<file path="src/rtl/fpu_pkg.sv">
// Shared definitions for the sequential single-precision adder.
// Holds the FSM state encoding, IEEE-754 field widths, the canonical quiet NaN,
// flag bit positions inside flags_o, and a small helper that builds a signed Inf.
package fpu_pkg;

    typedef enum logic [2:0] {
        ST_IDLE  = 3'd0,
        ST_ALIGN = 3'd1,
        ST_ADD   = 3'd2,
        ST_NORM  = 3'd3,
        ST_DONE  = 3'd4
    } add_state_e;

    localparam logic [31:0] QNAN    = 32'h7FC0_0000;
    localparam logic [7:0]  EXP_MAX = 8'hFF;
    localparam int          FRAC_W  = 23;
    localparam int          EXP_W   = 8;

    // Bit positions inside flags_o = {invalid, overflow, underflow, inexact}
    localparam int FLAG_INVALID   = 3;
    localparam int FLAG_OVERFLOW  = 2;
    localparam int FLAG_UNDERFLOW = 1;
    localparam int FLAG_INEXACT   = 0;

    // Signed infinity with the given sign bit
    function automatic logic [31:0] pack_inf(input logic sign);
        return {sign, EXP_MAX, {FRAC_W{1'b0}}};
    endfunction

endpackage

</file>
<file path="src/rtl/fpu_add_seq_operands.sv">
// Operand decomposition for the adder sequencer (purely combinational).
// Splits X and Y into sign/exponent/fraction, applies the subtract request to
// Y's sign, classifies Inf/NaN and compares magnitudes.
// Ports:
//   x_i, y_i      packed single-precision operands
//   sub_i         1 = X-Y (flips Y's effective sign)
//   x/y_sign_o    signs (Y already effective)
//   x/y_exp_o     biased exponents
//   x/y_frac_o    stored fractions
//   x_greater_o   |X| > |Y| strictly (equal magnitudes report 0, i.e. Y wins)
//   exp_shift_o   |ex - ey|
//   x/y_inf_o, x/y_nan_o  class flags
module fpu_add_seq_operands
    import fpu_pkg::*;
(
    input  logic [31:0]       x_i,
    input  logic [31:0]       y_i,
    input  logic              sub_i,
    output logic              x_sign_o,
    output logic              y_sign_o,
    output logic [EXP_W-1:0]  x_exp_o,
    output logic [EXP_W-1:0]  y_exp_o,
    output logic [FRAC_W-1:0] x_frac_o,
    output logic [FRAC_W-1:0] y_frac_o,
    output logic              x_greater_o,
    output logic [EXP_W-1:0]  exp_shift_o,
    output logic              x_inf_o,
    output logic              y_inf_o,
    output logic              x_nan_o,
    output logic              y_nan_o
);

    logic [EXP_W-1:0]  x_exp_s;
    logic [EXP_W-1:0]  y_exp_s;
    logic [FRAC_W-1:0] x_frac_s;
    logic [FRAC_W-1:0] y_frac_s;
    logic              x_greater_s;

    assign x_exp_s  = x_i[30:23];
    assign y_exp_s  = y_i[30:23];
    assign x_frac_s = x_i[22:0];
    assign y_frac_s = y_i[22:0];

    // Exponent and fraction are contiguous, so an unsigned compare of the low
    // 31 bits is a magnitude compare.
    assign x_greater_s = (x_i[30:0] > y_i[30:0]);

    assign x_sign_o    = x_i[31];
    assign y_sign_o    = y_i[31] ^ sub_i;
    assign x_exp_o     = x_exp_s;
    assign y_exp_o     = y_exp_s;
    assign x_frac_o    = x_frac_s;
    assign y_frac_o    = y_frac_s;
    assign x_greater_o = x_greater_s;

    // The larger-magnitude operand never has the smaller exponent, so this
    // difference never wraps.
    assign exp_shift_o = x_greater_s ? (x_exp_s - y_exp_s) : (y_exp_s - x_exp_s);

    assign x_inf_o = (x_exp_s == EXP_MAX) && (x_frac_s == {FRAC_W{1'b0}});
    assign y_inf_o = (y_exp_s == EXP_MAX) && (y_frac_s == {FRAC_W{1'b0}});
    assign x_nan_o = (x_exp_s == EXP_MAX) && (x_frac_s != {FRAC_W{1'b0}});
    assign y_nan_o = (y_exp_s == EXP_MAX) && (y_frac_s != {FRAC_W{1'b0}});

endmodule

</file>
<file path="src/rtl/fpu_add_seq.sv">
// Multi-cycle IEEE-754 single-precision add/subtract, round toward zero,
// denormals flushed to zero. One operation in flight.
// Ports:
//   clk_i, rst_ni              clock, asynchronous active-low reset
//   in_valid_i / in_ready_o    request handshake (ready only in IDLE)
//   x_i, y_i, sub_i            operands, 1 = X-Y
//   out_valid_o / out_ready_i  result handshake (valid only in DONE)
//   result_o                   packed result, held until accepted
//   flags_o                    {invalid, overflow, underflow, inexact}
module fpu_add_seq
    import fpu_pkg::*;
#(
    parameter int unsigned ALIGN_CLAMP = 25
) (
    input  logic        clk_i,
    input  logic        rst_ni,
    input  logic        in_valid_i,
    output logic        in_ready_o,
    input  logic [31:0] x_i,
    input  logic [31:0] y_i,
    input  logic        sub_i,
    output logic        out_valid_o,
    input  logic        out_ready_i,
    output logic [31:0] result_o,
    output logic [3:0]  flags_o
);

    localparam logic [7:0] CLAMP8 = ALIGN_CLAMP[7:0];

    // Decomposed operands
    logic              x_sign_s, y_sign_s;
    logic [EXP_W-1:0]  x_exp_s, y_exp_s;
    logic [FRAC_W-1:0] x_frac_s, y_frac_s;
    logic              x_greater_s;
    logic [EXP_W-1:0]  exp_shift_s;
    logic              x_inf_s, y_inf_s, x_nan_s, y_nan_s;

    // State and datapath registers
    add_state_e  state_r, state_nxt_s;
    logic [24:0] big_r, big_nxt_s;
    logic [24:0] small_r, small_nxt_s;
    logic [24:0] sum_r, sum_nxt_s;
    logic        sticky_r, sticky_nxt_s;
    logic [4:0]  cnt_r, cnt_nxt_s;
    logic [8:0]  res_exp_r, res_exp_nxt_s;
    logic        res_sign_r, res_sign_nxt_s;
    logic        eff_sub_r, eff_sub_nxt_s;
    logic [31:0] result_r, result_nxt_s;
    logic [3:0]  flags_r, flags_nxt_s;
    logic        in_ready_r;
    logic        out_valid_r;

    // Helper values
    logic [24:0] x_man_s, y_man_s;
    logic [4:0]  cnt_load_s;
    logic [8:0]  exp_inc_s, exp_dec_s;

    // The decision to take a special-case shortcut is made on the accepting
    // edge itself, so the decomposition sees the operands being accepted.
    fpu_add_seq_operands u_operands (
        .x_i         (x_i),
        .y_i         (y_i),
        .sub_i       (sub_i),
        .x_sign_o    (x_sign_s),
        .y_sign_o    (y_sign_s),
        .x_exp_o     (x_exp_s),
        .y_exp_o     (y_exp_s),
        .x_frac_o    (x_frac_s),
        .y_frac_o    (y_frac_s),
        .x_greater_o (x_greater_s),
        .exp_shift_o (exp_shift_s),
        .x_inf_o     (x_inf_s),
        .y_inf_o     (y_inf_s),
        .x_nan_o     (x_nan_s),
        .y_nan_o     (y_nan_s)
    );

    // Mantissas carry a guard zero above the hidden bit; exp==0 flushes to zero.
    assign x_man_s    = (x_exp_s != 8'd0) ? {2'b01, x_frac_s} : 25'd0;
    assign y_man_s    = (y_exp_s != 8'd0) ? {2'b01, y_frac_s} : 25'd0;
    assign cnt_load_s = (exp_shift_s > CLAMP8) ? CLAMP8[4:0] : exp_shift_s[4:0];
    assign exp_inc_s  = res_exp_r + 9'd1;
    assign exp_dec_s  = res_exp_r - 9'd1;

    // Next-state and datapath update logic
    always_comb begin
        state_nxt_s    = state_r;
        big_nxt_s      = big_r;
        small_nxt_s    = small_r;
        sum_nxt_s      = sum_r;
        sticky_nxt_s   = sticky_r;
        cnt_nxt_s      = cnt_r;
        res_exp_nxt_s  = res_exp_r;
        res_sign_nxt_s = res_sign_r;
        eff_sub_nxt_s  = eff_sub_r;
        result_nxt_s   = result_r;
        flags_nxt_s    = flags_r;

        case (state_r)
            ST_IDLE: begin
                if (in_valid_i) begin
                    if (x_nan_s || y_nan_s) begin
                        result_nxt_s              = QNAN;
                        flags_nxt_s               = 4'b0000;
                        flags_nxt_s[FLAG_INVALID] = 1'b1;
                        state_nxt_s               = ST_DONE;
                    end else if (x_inf_s && y_inf_s && (x_sign_s != y_sign_s)) begin
                        result_nxt_s              = QNAN;
                        flags_nxt_s               = 4'b0000;
                        flags_nxt_s[FLAG_INVALID] = 1'b1;
                        state_nxt_s               = ST_DONE;
                    end else if (x_inf_s) begin
                        result_nxt_s = pack_inf(x_sign_s);
                        flags_nxt_s  = 4'b0000;
                        state_nxt_s  = ST_DONE;
                    end else if (y_inf_s) begin
                        result_nxt_s = pack_inf(y_sign_s);
                        flags_nxt_s  = 4'b0000;
                        state_nxt_s  = ST_DONE;
                    end else begin
                        // Ties go to Y so an exact cancellation keeps Y's sign path.
                        if (x_greater_s) begin
                            big_nxt_s      = x_man_s;
                            small_nxt_s    = y_man_s;
                            res_exp_nxt_s  = {1'b0, x_exp_s};
                            res_sign_nxt_s = x_sign_s;
                        end else begin
                            big_nxt_s      = y_man_s;
                            small_nxt_s    = x_man_s;
                            res_exp_nxt_s  = {1'b0, y_exp_s};
                            res_sign_nxt_s = y_sign_s;
                        end
                        eff_sub_nxt_s = x_sign_s ^ y_sign_s;
                        cnt_nxt_s     = cnt_load_s;
                        sticky_nxt_s  = 1'b0;
                        state_nxt_s   = ST_ALIGN;
                    end
                end else begin
                    state_nxt_s = ST_IDLE;
                end
            end

            ST_ALIGN: begin
                if (cnt_r != 5'd0) begin
                    small_nxt_s  = {1'b0, small_r[24:1]};
                    sticky_nxt_s = sticky_r | small_r[0];
                    cnt_nxt_s    = cnt_r - 5'd1;
                end else begin
                    state_nxt_s = ST_ADD;
                end
            end

            ST_ADD: begin
                // big >= small in magnitude, so the difference never goes negative
                if (eff_sub_r) begin
                    sum_nxt_s = big_r - small_r;
                end else begin
                    sum_nxt_s = big_r + small_r;
                end
                state_nxt_s = ST_NORM;
            end

            ST_NORM: begin
                if (sum_r == 25'd0) begin
                    result_nxt_s              = 32'h0000_0000;
                    flags_nxt_s               = 4'b0000;
                    flags_nxt_s[FLAG_INEXACT] = sticky_r;
                    state_nxt_s               = ST_DONE;
                end else if (sum_r[24]) begin
                    sum_nxt_s     = {1'b0, sum_r[24:1]};
                    sticky_nxt_s  = sticky_r | sum_r[0];
                    res_exp_nxt_s = exp_inc_s;
                    if (exp_inc_s >= 9'd255) begin
                        result_nxt_s               = pack_inf(res_sign_r);
                        flags_nxt_s                = 4'b0000;
                        flags_nxt_s[FLAG_OVERFLOW] = 1'b1;
                        flags_nxt_s[FLAG_INEXACT]  = 1'b1;
                        state_nxt_s                = ST_DONE;
                    end else begin
                        state_nxt_s = ST_NORM;
                    end
                end else if (!sum_r[23]) begin
                    sum_nxt_s     = {sum_r[23:0], 1'b0};
                    res_exp_nxt_s = exp_dec_s;
                    // bit 8 catches a wrap below zero
                    if ((exp_dec_s == 9'd0) || exp_dec_s[8]) begin
                        result_nxt_s                = {res_sign_r, 31'd0};
                        flags_nxt_s                 = 4'b0000;
                        flags_nxt_s[FLAG_UNDERFLOW] = 1'b1;
                        flags_nxt_s[FLAG_INEXACT]   = 1'b1;
                        state_nxt_s                 = ST_DONE;
                    end else begin
                        state_nxt_s = ST_NORM;
                    end
                end else begin
                    result_nxt_s              = {res_sign_r, res_exp_r[7:0], sum_r[22:0]};
                    flags_nxt_s               = 4'b0000;
                    flags_nxt_s[FLAG_INEXACT] = sticky_r;
                    state_nxt_s               = ST_DONE;
                end
            end

            ST_DONE: begin
                if (out_ready_i) begin
                    state_nxt_s = ST_IDLE;
                end else begin
                    state_nxt_s = ST_DONE;
                end
            end

            default: begin
                state_nxt_s = ST_IDLE;
            end
        endcase
    end

    // State, datapath and registered handshake/result outputs
    always_ff @(posedge clk_i or negedge rst_ni) begin
        if (!rst_ni) begin
            state_r     <= ST_IDLE;
            big_r       <= 25'd0;
            small_r     <= 25'd0;
            sum_r       <= 25'd0;
            sticky_r    <= 1'b0;
            cnt_r       <= 5'd0;
            res_exp_r   <= 9'd0;
            res_sign_r  <= 1'b0;
            eff_sub_r   <= 1'b0;
            result_r    <= 32'd0;
            flags_r     <= 4'd0;
            in_ready_r  <= 1'b1;
            out_valid_r <= 1'b0;
        end else begin
            state_r     <= state_nxt_s;
            big_r       <= big_nxt_s;
            small_r     <= small_nxt_s;
            sum_r       <= sum_nxt_s;
            sticky_r    <= sticky_nxt_s;
            cnt_r       <= cnt_nxt_s;
            res_exp_r   <= res_exp_nxt_s;
            res_sign_r  <= res_sign_nxt_s;
            eff_sub_r   <= eff_sub_nxt_s;
            result_r    <= result_nxt_s;
            flags_r     <= flags_nxt_s;
            in_ready_r  <= (state_nxt_s == ST_IDLE);
            out_valid_r <= (state_nxt_s == ST_DONE);
        end
    end

    assign in_ready_o  = in_ready_r;
    assign out_valid_o = out_valid_r;
    assign result_o    = result_r;
    assign flags_o     = flags_r;

endmodule
</file>
<file path="config.mk">
export PLATFORM = sky130hd
export DESIGN_NAME = fpu_add_seq
export DESIGN_NICKNAME = d
export VERILOG_FILES = /design/src/rtl/fpu_pkg.sv /design/src/rtl/fpu_add_seq_operands.sv /design/src/rtl/fpu_add_seq.sv
export SDC_FILE = /design/constraint.sdc
export NUM_CORES = 1
export LEC_CHECK = 0
export BUFFER_PORTS_ARGS = -buffer_cell sky130_fd_sc_hd__buf_2
export CAP_MARGIN = 20
export CORE_MARGIN = 8
export CORE_UTILIZATION = 35
export DETAILED_ROUTE_END_ITERATION = 10
export PLACE_DENSITY = 0.6
export SKIP_LAST_GASP = 1
export SLEW_MARGIN = 20
export SYNTH_ARGS = -nofsm -noshare
export SYNTH_HDL_FRONTEND = slang
export SYNTH_SLANG_ARGS = --single-unit
export TNS_END_PERCENT = 50
</file>
<file path="constraint.sdc">
create_clock -name clk_i -period 10.5 [get_ports clk_i]
set_input_delay 1.05 -clock clk_i [delete_from_list [all_inputs] [get_ports clk_i]]
set_output_delay 1.05 -clock clk_i [all_outputs]
set_load 0.005 [all_outputs]
</file>
==> metrics.md, run 1 <==
| Metric | Value |
|---|---|
| Number of cells on the worst reg-to-reg path | 19 |
| Gr ovfl total | 0 |
| Dpl cells | 1640 |
| Setup bufs post-CTS | 0 |
| Synth top area share | between 30% and 40% |
| Post-synth top area cell | dfrtp_1 |
| Synth top area cells | dfrtp_1 (33%), ha_1 (8.7%), a21oi_1 (6.0%), nor2_1 (5.0%), o21ai_0 (4.4%) |
| WL/cell | approximately 18 um |
| R2R setup slack | around 6000 ps |
| CP endpoint kind | register |
| Syn Inst Count | 1220 |
| Max Freq | approximately 230 MHz |
| CTS Hold Buffers Added | 0 |
| Number of distinct library cells after synthesis | 70 |
| Worst EP required | 10780 ps |
| Internal power | ~2.1 mW |
| Hold depth | 2 |
| # rows | a little over 60 |
| RSZ-0062 raised after global routing | false |
| Number of diodes | 0 |
| Final WS setup | 6074 ps |
| Placed Area | ~11000 um^2 |
| # H-tree levels | 4 |
| Pleak | about 5.1 nW |
| Worst Hold Class | register to register |
| Clock Power Share | between 10% and 20% |
| Worst-skew pair later-pin latency | around 420 ps |
| Finish-stage setup viols | 0 |
| Clk_skew | 14.57 ps |
| Largest net degree at the start of global routing | a little under 70 |
| Peak VDD IR | 0.1591 mV |
| Final instance area | 11310 um^2 |
| Root Buffer | clkbuf_16 |
| I/O Buffers | between 100 and 150 |
| Seq pwr share | between 20% and 30% |
| Vias per cell | approximately 5.6 |
| Worst setup path class | register to register |
| Reg clk slew, reported paths | 60 ps |
| Warnings, synthesis | 0 |
| Tot GR Track Use | ~18% |
| Run status | finished, final reports clean |
| Layout area overhead | 14.00% |
| Synth Net Count | ~1400 |
| RR Endpoint | sum_r[24] |
| Share of cells above drive strength 1 | about an eighth |
| Comb power frac | between 50% and 60% |
| Register area share after synthesis | 33.06% |
| Number of synthesized flops with an enable pin | 0 |
| Layout Cells excl Fill | around 1700 |
| Mean post-synth cell area | between 8 and 9 um^2 |
| Max Slew Vio Count | 0 |
| Hold wc startpoint | result_o[29] |
| Initial DRT Pass Iterations | 5 |
| Ys async rst share | 100.0% |
| R2R Path Start | small_r[4] |
| First-pass GRT wire length | ~49000 um |
| WP data arrival | 4710 ps |
| Core area | ~28000 um^2 |
| Gp weighted congestion | roughly 0.86 |
| DIE HEIGHT | ~180 um |
| DIE AREA | around 34000 um^2 |
| Min cycle time layout | 4426 ps |
| # IOs | between 100 and 150 |
| DR DRC count | 0 |
| Final nets | 1422 |
| Sw frac | 46.58% |
| Hold endpoint | result_o[29] |
| WHS | 473.8 ps |
| NetSw | between 1.5 and 2 mW |
| Least-Margin Pin Slew | roughly 980 ps |
| Die width | 184.4 um |
| Initial Util | between 30% and 40% |
| Max-slew headroom at the worst pin | about 35% |
| Total wire length | between 30000 and 40000 um |
| Largest fanout on the critical path | 5 |
| Startpoint types | register |
| CTS Buf Count | 17 |
| Final period util | 42.15% |
| Dpl hpwl | ~23000 um |
| Post-synth top flop | dfrtp_1 |
| Post-DRT Antenna Nets | 0 |
| Synth Register Bits | 131 |
| CTS Sinks | between 100 and 150 |
| Setup tns final | 0 ps |
| Initial antenna violation count | 0 |
| Max cap viols | 0 |
| Pwr dens | roughly 350 nW/um^2 |
| Pre-CTS setup slack | 5818 ps |
| Final core utilization | between 40% and 50% |
| Post_cts resized | 0 |
| Tot Pwr | between 3 and 4 mW |
| Drt first-iter violations | 873 |
| CTS Buffer Depth | 2 |
| Final Hold Vio Count | 0 |
| Vias in the first global route | 8815 |
| TritonCTS clock tree | done |
| Synthesized cell area | 9921 um^2 |
| Via Count | between 9000 and 10000 |
==> power groups by stage <==
stage	Combinational [mW]	Sequential [mW]	Clock [mW]
5_1_grt	2.63	1.06	0.629
2_1_floorplan	1.84	0.901	0
6_report	2.34	1.03	0.597
4_1_cts	2.33	1.02	0.605
3_5_place_dp	2.31	1.03	0
3_3_place_gp	2.28	1.03	0
==> worst max path at each step <==
stage	startpoint	cells past startpoint	to
after global placement	y_i[18]	11	big_r[0]
final	small_r[4]	19	sum_r[24]
after global routing	small_r[4]	19	sum_r[24]
after CTS	small_r[4]	19	sum_r[24]
after detailed placement	y_i[18]	11	big_r[0]
after floorplan	small_r[4]	19	sum_r[24]
==> sequential cells by signal (all words and copies together), names as in the netlist <==
register / count
big_r: 24
cnt_r: 5
eff_sub_r: 1
flags_o: 4
in_ready_o: 1
out_valid_o: 1
res_exp_r: 9
res_sign_r: 1
result_o: 32
small_r: 24
state_r: 3
sticky_r: 1
sum_r: 25
==> critical path, cell delays in order, from the launching register on <==
cell and delay [ps]:
dfrtp_1 430, nor3_1 290, nand2_1 130, nor3_1 260, nand2b_1 120, or4_1 470
nor2_1 160, a21oi_1 100, xnor2_1 180, ha_1 350, a21o_1 200, a21o_1 180
nor3b_1 240, and3_1 190, a211oi_1 60, a41oi_1 270, a21oi_1 130, and2_1 190
a41oi_1 210, o221ai_1 130
==> synth_stat cells, types with 16 or more instances <==
library cell    n
a21o_1         22
a21oi_1       119
a221oi_1       25
a22o_1         22
a22oi_1        35
clkbuf_1       60
dfrtp_1       130
ha_1           69
inv_1          62
nand2_1       107
nand3_1        34
nand4_1        19
nor2_1        133
nor3_1         23
nor4_1         23
o21ai_0        87
o21ai_1        16
xnor2_1        41
==> cell families (layout without fill, tap and decap cells) <==
group | count (synthesis) | count (layout) | synth area share, %
adder cells (fa/ha/maj) | 72 | 72 | 9.308
multiplexers | 12 | 12 | 1.223
XOR/XNOR | 54 | 54 | 4.767
AND/OR/NAND/NOR | 393 | 393 | 18.49
AO/OA/AOI/OAI | 420 | 420 | 27.42
flip-flops | 131 | 131 | 33.06
buffers and inverters | 138 | 211 | 5.738
==> per-layer routing <==
layer	share of wire [%]	vias to the layer above	global-route usage, %
met2	42	320	25.56
li1	-	4593	-
met1	50	4381	26.78
met5	0	-	0
met3	5.6	43	2.894
met4	2.0	0	5.486
==> area by class of cell <==
type                            count  area (um^2)
Tap cell                          378        473.0
Timing Repair Buffer              118        623.1
Clock inverter                     11        127.6
Multi-Input combinational cell    951         6117
Clock buffer                       20        456.7
Fill cell                        2848        16550
Inverter                           62        232.7
Sequential cell                   131         3279
==> placed cells by master, fill, tap and decap left out, types with 9 or more instances in the layout <==
master / n
nor4_1: 23
a221o_1: 10
a211oi_1: 13
a221oi_1: 25
a22oi_1: 35
o21ai_0: 87
inv_1: 62
a31oi_1: 11
o22ai_1: 9
xnor2_1: 41
a21oi_1: 117
nor2_1: 133
nor3_1: 23
o21a_1: 11
buf_2: 105
buf_4: 13
o21ai_1: 15
a21o_1: 22
ha_1: 69
dfrtp_1: 130
nand3_1: 34
nand2_1: 106
clkbuf_16: 17
mux2i_1: 11
xor2_1: 13
a22o_1: 22
nand4_1: 19
No activity file was read; power rests on OpenSTA's default activity.
==> run 2: changes to the inputs <==
--- a/config.mk
+++ b/config.mk
@@ -5,12 +5,13 @@
 export SDC_FILE = /design/constraint.sdc
 export NUM_CORES = 1
 export LEC_CHECK = 0
+export ABC_AREA = 1
 export BUFFER_PORTS_ARGS = -buffer_cell sky130_fd_sc_hd__buf_2
 export CAP_MARGIN = 20
 export CORE_MARGIN = 8
 export CORE_UTILIZATION = 35
 export DETAILED_ROUTE_END_ITERATION = 10
-export PLACE_DENSITY = 0.6
+export PLACE_DENSITY = 0.62
 export SKIP_LAST_GASP = 1
 export SLEW_MARGIN = 20
 export SYNTH_ARGS = -nofsm -noshare
==> constraint.sdc (replaced) <==
create_clock -name clk_i -period 3.7 [get_ports clk_i]
set_input_delay 0.37 -clock clk_i [delete_from_list [all_inputs] [get_ports clk_i]]
set_output_delay 0.37 -clock clk_i [all_outputs]
set_load 0.005 [all_outputs]
==> run 2 against run 1 <==
Sequential power rose to 2.7 times the previous value. Synthesized cell count rose by 31%. Cell count rose by 25%. Critical path type unchanged. Largest cell class unchanged. Largest power group unchanged. Highest routed layer unchanged.
==> metrics.md, run 2 <==
| Metric | Value |
|---|---|
| Layout area overhead | 13.60% |
| Number of distinct library cells after synthesis | 49 (-30%) |
| Synth Net Count | 1735 (+27%) |
| GR peak layer | met2 |
| CTS Buf Count | 17 (unchanged) |
| Commonest non-fill, non-tap cells in the layout | nand2_1 (343), inv_1 (205), nor2_1 (156) |
| Post-DRT Antenna Nets | 0 (unchanged) |
| CTS Hold Buffers Added | 0 (unchanged) |
| Commonest cells post-synth | nand2_1 (344), inv_1 (207), nor2_1 (159) |
| Warnings, synthesis | 0 (unchanged) |
| Reg area | 3279 um^2 (unchanged) |
| Met1 Resource Use GR | 26.19% (-0.59 points) |
| WL/cell | 15.93 um (-13%) |
| Max reg flops | 32 (unchanged) |
| Commonest non-fill, non-tap cell in the layout | nand2_1 |
| Pleak | 6.238 nW (+22%) |
| WP buf/inv | 3 (+3) |
| Vias in the first global route | 10160 (+15%) |
| Setup tns final | 0 ps (unchanged) |
| Register area share after synthesis | 29.83% (-3.2 points) |
| Max-slew headroom at the worst pin | 43.87% (+9.3 points) |
| Peak VDD IR | 0.4602 mV (+190%) |
| First-pass GRT wire length | 54390 um (+11%) |
| Largest net degree at the start of global routing | 82 (+19%) |
| Die width | 193.2 um (+4.8%) |
| Post-synth top flop | dfrtp_1 |
| Global Route met3 Usage | 1.770% (-1.1 points) |
| WP data arrival | 3730 ps (-980 ps) |
| Worst Hold Class | input port to async pin |
| Worst-skew pair later-pin latency | 420 ps (about the same) |
| Via Count | 10700 (+15%) |
| Vias per cell | 5.130 (-8.2%) |
| Core area | 31230 um^2 (+12%) |
| Final Hold Vio Count | 0 (unchanged) |
| CP dominant cell by count | nand2_1 |
| Worst setup path class | register to register |
| DIE AREA | 37330 um^2 (+9.8%) |
| Least-Margin Pin Slew | 841.0 ps (-141.1 ps) |
| Critical Path Max Stage Delay | 390 ps (-80 ps) |
| Tot GR Track Use | 17.46% (-0.40 points) |
| Synth Register Bits | 131 (unchanged) |
| Most common cell in the netlist | nand2_1 |
| Final period util | 92.93% (+51 points) |
| Gr ovfl total | 0 (unchanged) |
| Drt first-iter violations | 748 (-14%) |
| Final core utilization | 39.98% (-0.61 points) |
| Share of cells above drive strength 1 | 13.13% (+0.14 points) |
| Max Freq | 290.8 MHz (+29%) |
| Syn Inst Count | 1594 (+31%) |
| Pwr dens | 1033 nW/um^2 (+190%) |
| Number of cells on the worst reg-to-reg path | 22 (+3) |
| Number of synthesized flops with an enable pin | 0 (unchanged) |
| Initial Util | 35.20% (-0.42 points) |
| Initial DRT Pass Iterations | 5 (unchanged) |
| Crit path cell chain | inv_2 -> ha_1 -> nand3_1 -> nor2_1 -> nand2_1 -> nor3_4 -> nand3_2 -> inv_1 -> a31oi_1 -> xor2_1 -> ha_2 -> nand2_2 -> nor2_2 -> inv_1 -> nor2_1 -> nand3_1 -> o211ai_1 -> nand2_1 -> nand2_1 -> nand2_1 -> nand3_1 -> o21ai_0 |
| Max Slew Vio Count | 0 (unchanged) |
| CTS Buffer Depth | 2 (unchanged) |
| Dpl hpwl | 26380 um (+15%) |
| Worst EP required | 3990 ps (-6790 ps) |
| Initial antenna violation count | 0 (unchanged) |
| Post-synth top area cell | dfrtp_1 |
| Number of diodes | 0 (unchanged) |
| TritonCTS clock tree | done |
| Mean post-synth cell area | 6.896 um^2 (-15%) |
| Grt met2 use | 26.27% (+0.71 points) |
| Ys async rst share | 100.0% (unchanged) |
| Largest fanout on the critical path | 4 (-1) |
| Gp weighted congestion | 0.9388 (+9.0%) |
| Min cycle time layout | 3438 ps (-987.4 ps) |
| Crit path max-delay family | simple AND/OR/NAND/NOR gates |
| Run status | finished, final reports clean |
| Synth top area cells | dfrtp_1 (30%), nand2_1 (12%), ha_1 (7.9%), inv_1 (7.1%), a21oi_1 (6.9%) |
| Root Buffer | clkbuf_16 |
| Total wire length | 33210 um (+8.7%) |
| DIE HEIGHT | 193.2 um (+4.8%) |
| # H-tree levels | 4 (unchanged) |
| Crit path depth | 22 (+3) |
| # IOs | 107 (unchanged) |
| Synthesized cell area | 10990 um^2 (+11%) |
| Fillers | 3343 (+17%) |
| Finish-stage setup viols | 0 (unchanged) |
| I/O Buffers | 106 (unchanged) |
| DR DRC count | 0 (unchanged) |
| CP endpoint kind | register |
| # rows | 65 (+6.6%) |
| Startpoint types | register |
| Max cap viols | 0 (unchanged) |
| Clk_skew | 8.443 ps (-6.130 ps) |
| Crit-path slowest cell | dfrtp_1 |
| CTS Sinks | 131 (unchanged) |
| Multi-input combinational cell area | 6648 um^2 (+8.7%) |
| Reg clk slew, reported paths | 60 ps (about the same) |
| Final nets | 1811 (+27%) |
| Synth top area share | 29.60% (-3.2 points) |
[run 2: cell count changes in the layout (fill, tap and decap cells not counted), moves of 17 or more]
cell and change:
nor2_1 +23, a21o_1 -17, a21oi_1 +33, a221oi_1 -24
nor4_1 -17, xnor2_1 -29, nand2_1 +237, nand3_1 +29
a22o_1 -22, inv_1 +143, o211ai_1 +21, xor2_1 +26
[run 2: worst register-to-register path, stage by stage, from the launching register on]
cell	delay, ps
dfrtp_1	390
inv_2	90
ha_1	170
nand3_1	110
nor2_1	110
nand2_1	110
nor3_4	260
nand3_2	140
inv_1	90
a31oi_1	90
xor2_1	160
ha_2	380
nand2_2	90
nor2_2	150
inv_1	50
nor2_1	140
nand3_1	80
o211ai_1	300
nand2_1	120
nand2_1	70
nand2_1	50
nand3_1	70
o21ai_0	70
[run 2: logic make-up after synthesis]
family / synth area share, %
and+or+nand+nor: 25.82
DFF: 29.83
buffers and inverters: 10.39
AOI/OAI and AO/OA: 21.49
xor gates and xnor gates: 4.064
adders and majority gates: 8.401
[run 2: path summary, 6_finish.rpt]
check                                  from            to  slack (ps)
worst max-delay path             small_r[0]     sum_r[24]         260
worst min-delay path                 rst_ni  result_o[23]          30
worst max register to register   small_r[0]     sum_r[24]         260
worst min register to register  result_o[0]   result_o[0]         480
max in group asynchronous            rst_ni   small_r[20]        2790
min in group clk_i                  x_i[31]    res_sign_r         310
[run 2: where the power goes]
part           leakage, nW  switching, mW  internal (mW)
combinational         4.37           5.39           3.01
sequential            1.57          0.615           2.13
clock                0.288          0.665           1.10
[run 2: routing by layer]
| layer | part of all wire [%] | wire length [um] |
|---|---|---|
| met1 | 51 | 17080 |
| met2 | 43 | 14360 |
| met3 | 4.2 | 1385 |
| met4 | 1.1 | 377 |
| met5 | 0 | 0 |
[run 2: stage by stage]
step	setup WS, ps	hold WS [ps]	instance area, um^2	cells	total power [mW]
3_3_place_gp	261.2	462.7	11790	2052	10.79
5_1_grt	-16.66	113.8	12490	2085	14.21
2_1_floorplan	754.2	74.41	10990	1594	8.670
3_5_place_dp	197.6	465.0	11790	2052	10.87
4_1_cts	177.6	66.82	12400	2084	12.70
6_report	261.5	26.72	12490	2085	12.89
[run 2: repair_timing]
item                       in CTS  in global routing
setup endpoints to repair       0                  9
resized for setup               0                 19
setup buffers                   0                  1
[run 2: final cells by class]
class	count	share of cell area, %
sequential	131	26.26
inverter	216	6.493
timing repair buffer	116	5.070
clock inverter	12	1.253
multi-input combinational	1188	53.24
tap	402	4.028
clock buffer	20	3.657
==> run 3: changes to the inputs <==
--- a/config.mk
+++ b/config.mk
@@ -8,10 +8,10 @@
 export ABC_AREA = 1
 export BUFFER_PORTS_ARGS = -buffer_cell sky130_fd_sc_hd__buf_2
 export CAP_MARGIN = 20
-export CORE_MARGIN = 8
+export CORE_MARGIN = 3
 export CORE_UTILIZATION = 35
 export DETAILED_ROUTE_END_ITERATION = 10
-export PLACE_DENSITY = 0.62
+export PLACE_DENSITY_LB_ADDON = 0.2
 export SKIP_LAST_GASP = 1
 export SLEW_MARGIN = 20
 export SYNTH_ARGS = -nofsm -noshare
==> run 3 against run 2 <==
Critical endpoint is now sum_r[20]. Cell count rose by 0.14%. Combinational power fell by 2%. Clock power rose by 16%. Critical path depth fell by 1. Wire length fell by 1.6%. Register-to-register slack improved by 50 ps. Core utilization rose by 0.99 points. Non-clock buffer count rose by 10.
==> metrics.md, run 3 (same netlist as run 2, synthesis figures left out) <==
| Metric | Value |
|---|---|
| CP endpoint kind | register |
| # rows | 64 (-1.5%) |
| Tot GR Track Use | 19.67% (+2.2 points) |
| Share of cells above drive strength 1 | 13.12% (about the same) |
| Reg clk slew, reported paths | 60 ps (about the same) |
| Vias in the first global route | 9983 (-1.8%) |
| Die width | 183.2 um (-5.2%) |
| Root Buffer | clkbuf_16 |
| Initial DRT Pass Iterations | 5 (unchanged) |
| Vias per cell | 5.094 (-0.70%) |
| Finish-stage setup viols | 0 (unchanged) |
| Initial antenna violation count | 0 (unchanged) |
| Largest fanout on the critical path | 5 (+1) |
| Setup tns final | 0 ps (unchanged) |
| WP data arrival | 3730 ps (about the same) |
| Initial Util | 35.75% (+0.55 points) |
| Commonest non-fill, non-tap cell in the layout | nand2_1 |
| Max Freq | 295.3 MHz (+1.5%) |
| Number of diodes | 0 (unchanged) |
| Comb power frac | 63.2% (-1.9 points) |
| NetSw | 6.536 mW (-2.0%) |
| DIE HEIGHT | 183.2 um (-5.2%) |
| Worst Hold Class | input port to async pin |
| Worst EP required | 4040 ps (+50 ps) |
| Tot Pwr | 12.98 mW (+0.69%) |
| Via Count | 10640 (-0.56%) |
| Clk_skew | 14.13 ps (+5.684 ps) |
| TritonCTS clock tree | done |
| Layout area overhead | 14.63% |
| Worst setup path class | register to register |
| Max reg flops | 32 (unchanged) |
| I/O Buffers | 106 (unchanged) |
| Min cycle time layout | 3386 ps (-52.05 ps) |
| Peak VDD IR | 0.3585 mV (-22%) |
| Final period util | 91.52% (-1.4 points) |
| Layout Cells excl Fill | 2088 (+0.14%) |
| DR DRC count | 0 (unchanged) |
| Final nets | 1821 (+0.55%) |
| DIE AREA | 33570 um^2 (-10%) |
| Run status | finished, final reports clean |
| CTS Buf Count | 17 (unchanged) |
| Max-slew headroom at the worst pin | 40.46% (-3.4 points) |
| Dpl cells | 2055 (+0.15%) |
| Final Hold Vio Count | 0 (unchanged) |
| Least-Margin Pin Slew | 892.0 ps (+51.01 ps) |
| Startpoint types | register |
| # H-tree levels | 4 (unchanged) |
| Dpl hpwl | 25840 um (-2.1%) |
| Final core utilization | 40.97% (+0.99 points) |
| WL/cell | 15.65 um (-1.8%) |
| Core area | 30750 um^2 (-1.5%) |
| Clock Power Share | 15.7% (+2.0 points) |
| Seq pwr share | 21.1% (-0.2 points) |
| Total wire length | 32670 um (-1.6%) |
| Gr ovfl total | 0 (unchanged) |
| Sw frac | 50.34% (-1.4 points) |
| Pwr dens | 1030 nW/um^2 (-0.21%) |
| Drt first-iter violations | 747 (-0.13%) |
| First-pass GRT wire length | 53500 um (-1.6%) |
| # IOs | 107 (unchanged) |
| Max cap viols | 0 (unchanged) |
| Internal power | 6.447 mW (+3.5%) |
| Gp weighted congestion | 0.9824 (+4.6%) |
| Max Slew Vio Count | 0 (unchanged) |
| Largest net degree at the start of global routing | 89 (+8.5%) |
| Pleak | 6.338 nW (+1.6%) |
| Commonest non-fill, non-tap cells in the layout | nand2_1 (344), inv_1 (205), nor2_1 (157) |
| CTS Buffer Depth | 2 (unchanged) |
| Worst-skew pair later-pin latency | 430 ps (about the same) |
| Post-DRT Antenna Nets | 0 (unchanged) |
| CTS Sinks | 131 (unchanged) |
==> run 3: cell types whose count changed in the layout (fill, tap and decap cells not counted), moves of 2 or more <==
cell	previous run	this run
clkinv_2	2	0
clkinvlp_4	4	1
bufinv_16	3	7
ha_1	64	67
a21oi_2	9	7
buf_4	9	18
a21oi_1	150	152
ha_4	2	0
==> run 3: path summary, 6_finish.rpt <==
kind | from | endpoint | slack [ps] | cells past startpoint
worst min-delay path | rst_ni | flags_o[2] | 20 | 1
worst max-delay path | small_r[2] | sum_r[20] | 310 | 21
min in group clk_i | x_i[31] | res_sign_r | 310 | 3
max in group asynchronous | rst_ni | in_ready_o | 2780 | 2
worst min register to register | result_o[12] | result_o[12] | 480 | 2
worst max register to register | small_r[2] | sum_r[20] | 310 | 21
==> run 3: metal layers <==
metal / wire length (um) / vias to the layer above / part of all wire (%) / global-route usage [%]
li1: - / 5475 / - / -
met1: 17040 / 4902 / 52 / 30.09
met2: 13820 / 231 / 42 / 29.50
met3: 1286 / 29 / 3.9 / 1.983
met4: 532 / 0 / 1.6 / 5.332
met5: 0 / - / 0 / 0
==> run 3: cell type report <==
| type | instances | area, um^2 |
|---|---|---|
| sequential | 131 | 3279 |
| clock buffer | 19 | 452.9 |
| multi-input combinational | 1188 | 6596 |
| tap | 396 | 495.5 |
| fill | 3308 | 18150 |
| timing repair buffer | 126 | 711.9 |
| clock inverter | 12 | 252.7 |
| inverter | 216 | 810.8 |
==> run 3: per-stage QoR <==
| stage | hold WS [ps] | instance area (um^2) | setup slack (ps) |
|---|---|---|---|
| 2_1_floorplan | 74.41 | 10990 | 754.2 |
| 3_3_place_gp | 461.3 | 11850 | 270.2 |
| 3_5_place_dp | 467.5 | 11850 | 249.7 |
| 4_1_cts | 60.03 | 12560 | 223.0 |
| 5_1_grt | 88.15 | 12600 | -10.18 |
| 6_report | 24.04 | 12600 | 313.6 |
==> run 3: power by group through the flow <==
| stage | Clock, mW | Sequential, mW | Combinational (mW) |
|---|---|---|---|
| 4_1_cts | 2.07 | 2.73 | 8.12 |
| 5_1_grt | 2.14 | 2.84 | 9.30 |
| 6_report | 2.04 | 2.74 | 8.21 |
| 2_1_floorplan | 0 | 2.54 | 6.13 |
| 3_3_place_gp | 0 | 2.73 | 8.03 |
| 3_5_place_dp | 0 | 2.75 | 8.07 |
==> run 3: worst max-delay path, stage by stage, from the launching register on <==
cell and delay, ps:
dfrtp_1 390, inv_2 90, nand3_1 130, nor2_2 130
nand4_1 110, nand3b_1 250, nor2_4 150, nand4_1 90
nand2_1 90, xor2_1 160, inv_1 60, ha_1 340
nand2_1 130, nor2_1 160, inv_1 50, nor2_1 130
nand3_1 80, o211ai_1 240, buf_4 160, xor2_1 150
nand2_1 70, a22oi_1 130
==> run 3: repair_timing <==
| item | CTS | global route |
|---|---|---|
| hold buffers | 0 | 0 |
| buffers inserted | 0 | 2 |
| setup endpoints to repair | 0 | 7 |
| gates resized for setup | 0 | 9 |
